==> src/rtl/mips32_pkg.sv <==
// mips32_pkg -- definitions shared by the decode and writeback stages.
//
// Contents:
//   OP_*        opcode constants (full 6-bit op field, ir[31:26])
//   ALU_RR/IMM  op[5:3] prefixes of the ALU opcode classes
//   wb_state_e  writeback-stage FSM state type
//   is_alu_class  helper: op[5:3] names one of the ALU classes
package mips32_pkg;

  localparam logic [5:0] OP_LW    = 6'b001000;
  localparam logic [5:0] OP_SW    = 6'b001001;
  localparam logic [5:0] OP_BEQZ  = 6'b001101;
  localparam logic [5:0] OP_BNEQZ = 6'b001110;
  localparam logic [5:0] OP_HLT   = 6'b111111;

  localparam logic [2:0] ALU_RR  = 3'b000;
  localparam logic [2:0] ALU_IMM = 3'b010;

  typedef enum logic {
    ST_RUN    = 1'b0,
    ST_HALTED = 1'b1
  } wb_state_e;

  function automatic logic is_alu_class(input logic [2:0] cls);
    return (cls == ALU_RR) || (cls == ALU_IMM);
  endfunction

endpackage

==> src/rtl/wb_classify.sv <==
// wb_classify -- combinational opcode classifier for the writeback stage.
//
// Ports:
//   i_op          in   6  opcode field ir[31:26]
//   o_writes_reg  out  1  op writes a destination register (ALU or LW)
//   o_use_lmd     out  1  writeback data comes from load data (LW)
//   o_is_halt     out  1  op is HLT
module wb_classify
  import mips32_pkg::*;
(
  input  logic [5:0] i_op,
  output logic       o_writes_reg,
  output logic       o_use_lmd,
  output logic       o_is_halt
);

  always_comb begin
    o_use_lmd    = (i_op == OP_LW);
    o_writes_reg = is_alu_class(i_op[5:3]) || (i_op == OP_LW);
    o_is_halt    = (i_op == OP_HLT);
  end

endmodule

==> src/rtl/wb_stage.sv <==
// wb_stage -- MIPS32 writeback stage with halt FSM and retire counter.
//
// Accepts one instruction per cycle from MEM while running, registers the
// writeback triple (LMD, rd_w, we) with one cycle of latency, and freezes
// after retiring HLT until reset. Non-writing ops and writes to R0 are
// turned into bubbles (all zero) so the decode bank's unconditional write
// lands harmlessly in R0.
//
// Ports:
//   clk        in   1   clock, rising edge
//   rst        in   1   synchronous active-high reset
//   in_valid   in   1   MEM presents an instruction
//   in_ready   out  1   stage accepts this cycle (RUN only)
//   ir_mem     in   32  instruction word, op=[31:26] rd=[25:21]
//   alu_out    in   32  ALU result
//   lmd_mem    in   32  load data
//   LMD        out  32  registered writeback data
//   rd_w       out  5   registered destination register
//   we         out  1   registered real-write flag
//   halted     out  1   HLT retired, stage frozen
//   retired    out  32  count of accepted instructions (wraps)
//
// Build option WB_BYPASS_EN adds combinational forwarding outputs
// fwd_valid/fwd_rd/fwd_data describing the write the current acceptance
// will perform.
module wb_stage
  import mips32_pkg::*;
(
  input  logic        clk,
  input  logic        rst,
  input  logic        in_valid,
  output logic        in_ready,
  input  logic [31:0] ir_mem,
  input  logic [31:0] alu_out,
  input  logic [31:0] lmd_mem,
  output logic [31:0] LMD,
  output logic [4:0]  rd_w,
  output logic        we,
  output logic        halted,
  output logic [31:0] retired
`ifdef WB_BYPASS_EN
  ,
  output logic        fwd_valid,
  output logic [4:0]  fwd_rd,
  output logic [31:0] fwd_data
`endif
);

  wb_state_e   r_state;
  wb_state_e   w_state_nxt;

  logic [31:0] r_lmd;
  logic [4:0]  r_rd_w;
  logic        r_we;
  logic [31:0] r_retired;

  logic [5:0]  w_op;
  logic [4:0]  w_rd;
  logic        w_accept;
  logic        w_writes_reg;
  logic        w_use_lmd;
  logic        w_is_halt;
  logic        w_wr_en;
  logic [31:0] w_wb_data;
  logic [4:0]  w_wb_rd;
  logic        w_unused_ir;

  assign w_op        = ir_mem[31:26];
  assign w_rd        = ir_mem[25:21];
  assign w_unused_ir = ^ir_mem[20:0];

  wb_classify u_classify (
    .i_op         (w_op),
    .o_writes_reg (w_writes_reg),
    .o_use_lmd    (w_use_lmd),
    .o_is_halt    (w_is_halt)
  );

  // ---------------------------------------------------------------------
  // FSM: RUN accepts work; HALTED ignores in_valid until reset.
  // ---------------------------------------------------------------------
  always_ff @(posedge clk) begin
    if (rst) begin
      r_state <= ST_RUN;
    end else begin
      r_state <= w_state_nxt;
    end
  end

  always_comb begin
    w_state_nxt = r_state;
    in_ready    = 1'b0;
    case (r_state)
      ST_RUN: begin
        in_ready = 1'b1;
        if (in_valid && w_is_halt) begin
          w_state_nxt = ST_HALTED;
        end
      end
      ST_HALTED: begin
        in_ready    = 1'b0;
        w_state_nxt = ST_HALTED;
      end
      default: begin
        w_state_nxt = ST_RUN;
      end
    endcase
  end

  assign w_accept = in_valid && in_ready;

  // A write to R0 is demoted to a bubble, so the decode bank only ever
  // sees we=1 paired with a nonzero destination.
  assign w_wr_en   = w_accept && w_writes_reg && (w_rd != 5'd0);
  assign w_wb_rd   = w_wr_en ? w_rd : 5'd0;
  assign w_wb_data = w_wr_en ? (w_use_lmd ? lmd_mem : alu_out) : 32'd0;

  // ---------------------------------------------------------------------
  // Writeback register and retire counter.
  // ---------------------------------------------------------------------
  always_ff @(posedge clk) begin
    if (rst) begin
      r_lmd  <= 32'd0;
      r_rd_w <= 5'd0;
      r_we   <= 1'b0;
    end else begin
      r_lmd  <= w_wb_data;
      r_rd_w <= w_wb_rd;
      r_we   <= w_wr_en;
    end
  end

  always_ff @(posedge clk) begin
    if (rst) begin
      r_retired <= 32'd0;
    end else if (w_accept) begin
      r_retired <= r_retired + 32'd1;
    end
  end

  assign LMD     = r_lmd;
  assign rd_w    = r_rd_w;
  assign we      = r_we;
  assign retired = r_retired;
  assign halted  = (r_state == ST_HALTED);

`ifdef WB_BYPASS_EN
  assign fwd_valid = w_wr_en;
  assign fwd_rd    = w_wb_rd;
  assign fwd_data  = w_wb_data;
`endif

endmodule

==> config.mk <==
export PLATFORM = sky130hd
export DESIGN_NAME = wb_stage
export DESIGN_NICKNAME = d
export VERILOG_FILES = /design/src/rtl/mips32_pkg.sv /design/src/rtl/wb_classify.sv /design/src/rtl/wb_stage.sv
export SDC_FILE = /design/constraint.sdc
export NUM_CORES = 1
export LEC_CHECK = 0
export BUFFER_PORTS_ARGS = -buffer_cell sky130_fd_sc_hd__buf_2
export CAP_MARGIN = 0
export CORE_MARGIN = 2
export CORE_UTILIZATION = 47
export DETAILED_ROUTE_END_ITERATION = 16
export HOLD_SLACK_MARGIN = 0.02
export PLACE_DENSITY = 0.9
export SLEW_MARGIN = 40
export SYNTH_ARGS = -nofsm -noshare
export SYNTH_HDL_FRONTEND = slang
export SYNTH_SLANG_ARGS = --single-unit
==> constraint.sdc <==
create_clock -name clk -period 2.6 [get_ports clk]
set_input_delay 0.39 -clock clk [delete_from_list [all_inputs] [get_ports clk]]
set_output_delay 0.39 -clock clk [all_outputs]
set_load 0.05 [all_outputs]
==> flow_summary.yaml <==
critical_path:
  critPathLaunch: "retired[0]"
  cp_data_required_time_ps: 2820
  path_class: "reg2reg"
  r2r_end: "retired[22]"
  reg2reg_slack_ps: 420
  cp_max_fo: 18
  cp.arrival_ps: 2400
  end_kind: "flop"
  worst_path_max_delay_cell: "nor4_1"
  start_kind: "flop"
  critical_path.cell_chain: "ha_1 > and4b_1 > nand3_2 > nor4_1 > mux2_2"
  slowest_delay_ps: 440
  ff2ff_path_depth: 5
  setup.worst_path.end: "retired[22]"
  r2r_start: "retired[0]"
placement:
  port_buffers: 149
  dp_hpwl_mm: 5.46
  place_congestion: 0.768
  place_inst: 548
  place_ws_ps: 462
global_routing:
  grt_max_degree: 36
  antenna_found_initial: 0
  track_usage_pct: 20.4
  overflow: 0
  first_global_vias: 2695
  grt_first_pass_wirelength_mm: 11.9
cts:
  path_clk_slew_ps: 80
  postCtsHoldBufs: 0
  cts_resized: 0
  htreeDepth: 3
  cts_buffer_depth: 2
  numCtsBuffers: 9
  root_buffer: "clkbuf_8"
  clk_latency_ps: 330
  cts_tree: "built"
  clock_sinks: 71
  postCtsSetupRepairBufs: 0
route:
  firstDrtPassIters: 4
  vias: 2934
  final_antenna_net_count: 0
  wire_per_inst_um: 13.4
  vias_per_cell: 5.20
  drt_iter0_markers: 110
  finalWirelength_mm: 7.54
  drc: 0
die:
  dieArea_mm2: 0.00706
  ioPinCount: 171
  rows: 29
  die_w_um: 84.1
  start_util_pct: 48.0
  coreArea_mm2: 0.00628
  die_y_um: 84.1
sta:
  hold_viol_final: 0
  post-route-period-util_pct: 83.7
  slew_violations: 0
  timing.fmax_ghz: 0.460
  slew_headroom_pct: 65.3
  setup-violations-final: 0
  rsz0062_at_grt: "no"
  period_minus_slack_ps: 2180
  setup_ws_ps: 424
  finalClockSkew_ps: 8.13
  setup_tns_ps: 0
  worstMarginPinSlew_ps: 520
power_and_ir_drop:
  power.density_mw_per_mm2: 575
  peakVddDrop_uv: 445
  p_total_mw: 2.31
  leakage_nw: 1.83
synth:
  yosysTopAreaCell: "dfxtp_1"
  synth_enable_flop_cells: 0
  seq_area_frac_synth_pct: 47.2
  netlist_instances: 335
  synth_common_cells: "nand2_1 (75), dfxtp_1 (71), a21oi_2 (29)"
  synth_top_area_share_pct: 47.2
  yosysMostFrequentCell: "nand2_1"
  synth_area_leaders: "dfxtp_1 (47%), nand2_1 (9.3%), a21oi_2 (8.4%)"
  synth.ff_latch_count: 71
  netlist_area_mm2: 0.00301
  syn_avg_cell_area_um2: 8.99
  synth_nets: 435
  yosys_warnings: 0
  synthDistinctLibCells: 34
  synth-main-ff-cell: "dfxtp_1"
  ys_async_sr_fraction_pct: 0
layout:
  syn2layout_area_growth_pct: 33.3
  diodes: 0
  utilization_pct: 63.9
  layout-drive-gt1-share_pct: 42.7
  nets: 582
  final_cells: 564
run:
  maxCapViolations: 0
run_status:
  status: "complete, no violations"
hold_path:
  hp-class: "in2reg"
==> placed cells by master (no fill, tap or decap), types with 2 or more instances in the layout <==
| cell | n |
|---|---|
| clkinvlp_4 | 2 |
| o31ai_1 | 13 |
| a21oi_1 | 23 |
| xor2_1 | 8 |
| a21oi_2 | 29 |
| nor4_1 | 2 |
| nor2_1 | 14 |
| and3_1 | 7 |
| nand2_1 | 75 |
| and4_1 | 5 |
| buf_2 | 149 |
| mux2_2 | 2 |
| nor2b_1 | 4 |
| o21ai_0 | 6 |
| inv_1 | 7 |
| dfxtp_1 | 71 |
| clkbuf_8 | 11 |
| and4b_1 | 2 |
| or3_1 | 7 |
| buf_4 | 6 |
| or4_1 | 13 |
| nand3_1 | 6 |
| bufinv_16 | 2 |
| xnor2_1 | 2 |
| nand4_1 | 9 |
==> critical path: cells and delay by family, from the launching register on <==
family	cells	cell delay (ps)
adder cells (fa/ha/maj)	1	190
flip-flops	1	410
multiplexers	1	370
AND/OR/NAND/NOR	3	1100
==> metal layers <==
| metal | vias up | routed length, um | global-route usage (%) | part of all wire, % |
|---|---|---|---|---|
| li1 | 1470 | - | - | - |
| met1 | 1352 | 3180 | 24.6 | 42 |
| met2 | 90 | 3760 | 33.7 | 50 |
| met3 | 22 | 407 | 5.14 | 5.4 |
| met4 | 0 | 191 | 10.1 | 2.5 |
| met5 | - | 0 | 0 | 0 |
==> cells by family (layout without fill, tap and decap cells) <==
kind of cell / after synthesis / in the layout / share of synthesized area, %
AOI/OAI and AO/OA: 72 / 72 / 17.4
muxes: 3 / 3 / 1.08
xor gates and xnor gates: 10 / 10 / 2.91
adders and majority gates: 1 / 1 / 0.415
and+or+nand+nor: 152 / 152 / 26.0
buffers and inverters: 26 / 178 / 4.94
DFF: 71 / 71 / 47.2
==> power breakdown <==
part           switching, mW  internal [mW]  total [mW]  leakage (nW)
sequential           0.00688           1.10        1.11         0.574
combinational          0.121         0.0723       0.194          1.15
clock                  0.414          0.591        1.01         0.112
==> cell type report <==
cell class | instances | area, um^2
Clock buffer | 11 | 151
Clock inverter | 5 | 80.1
Fill cell | 557 | 2260
Inverter | 7 | 26.3
Multi-Input combinational cell | 238 | 1450
Sequential cell | 71 | 1420
Tap cell | 77 | 96.3
Timing Repair Buffer | 155 | 791
==> registers in the layout, summed over array words and instances (netlist names) <==
| signal | count |
|---|---|
| LMD | 32 |
| rd_w | 5 |
| we | 1 |
| halted | 1 |
| retired | 32 |
==> per-stage QoR <==
| step | hold slack [ps] | cell area (um^2) |
|---|---|---|
| CTS | 271 | 4010 |
| floorplan | 525 | 3010 |
| finish | 283 | 4010 |
| global placement | 457 | 3780 |
| detailed placement | 476 | 3780 |
| global route | 282 | 4010 |
==> worst min path at each step <==
stage / start / endpoint / slack (ps) / cells after the start
5_1_grt: lmd_mem[23] / LMD[23] / 280 / 3
4_1_cts: lmd_mem[8] / LMD[8] / 270 / 3
3_3_place_gp: retired[31] / retired[31] / 460 / 2
6_report: lmd_mem[8] / LMD[8] / 280 / 3
2_1_floorplan: lmd_mem[10] / LMD[10] / 530 / 2
3_5_place_dp: retired[31] / retired[31] / 480 / 2
No activity file was read; power rests on OpenSTA's default activity.
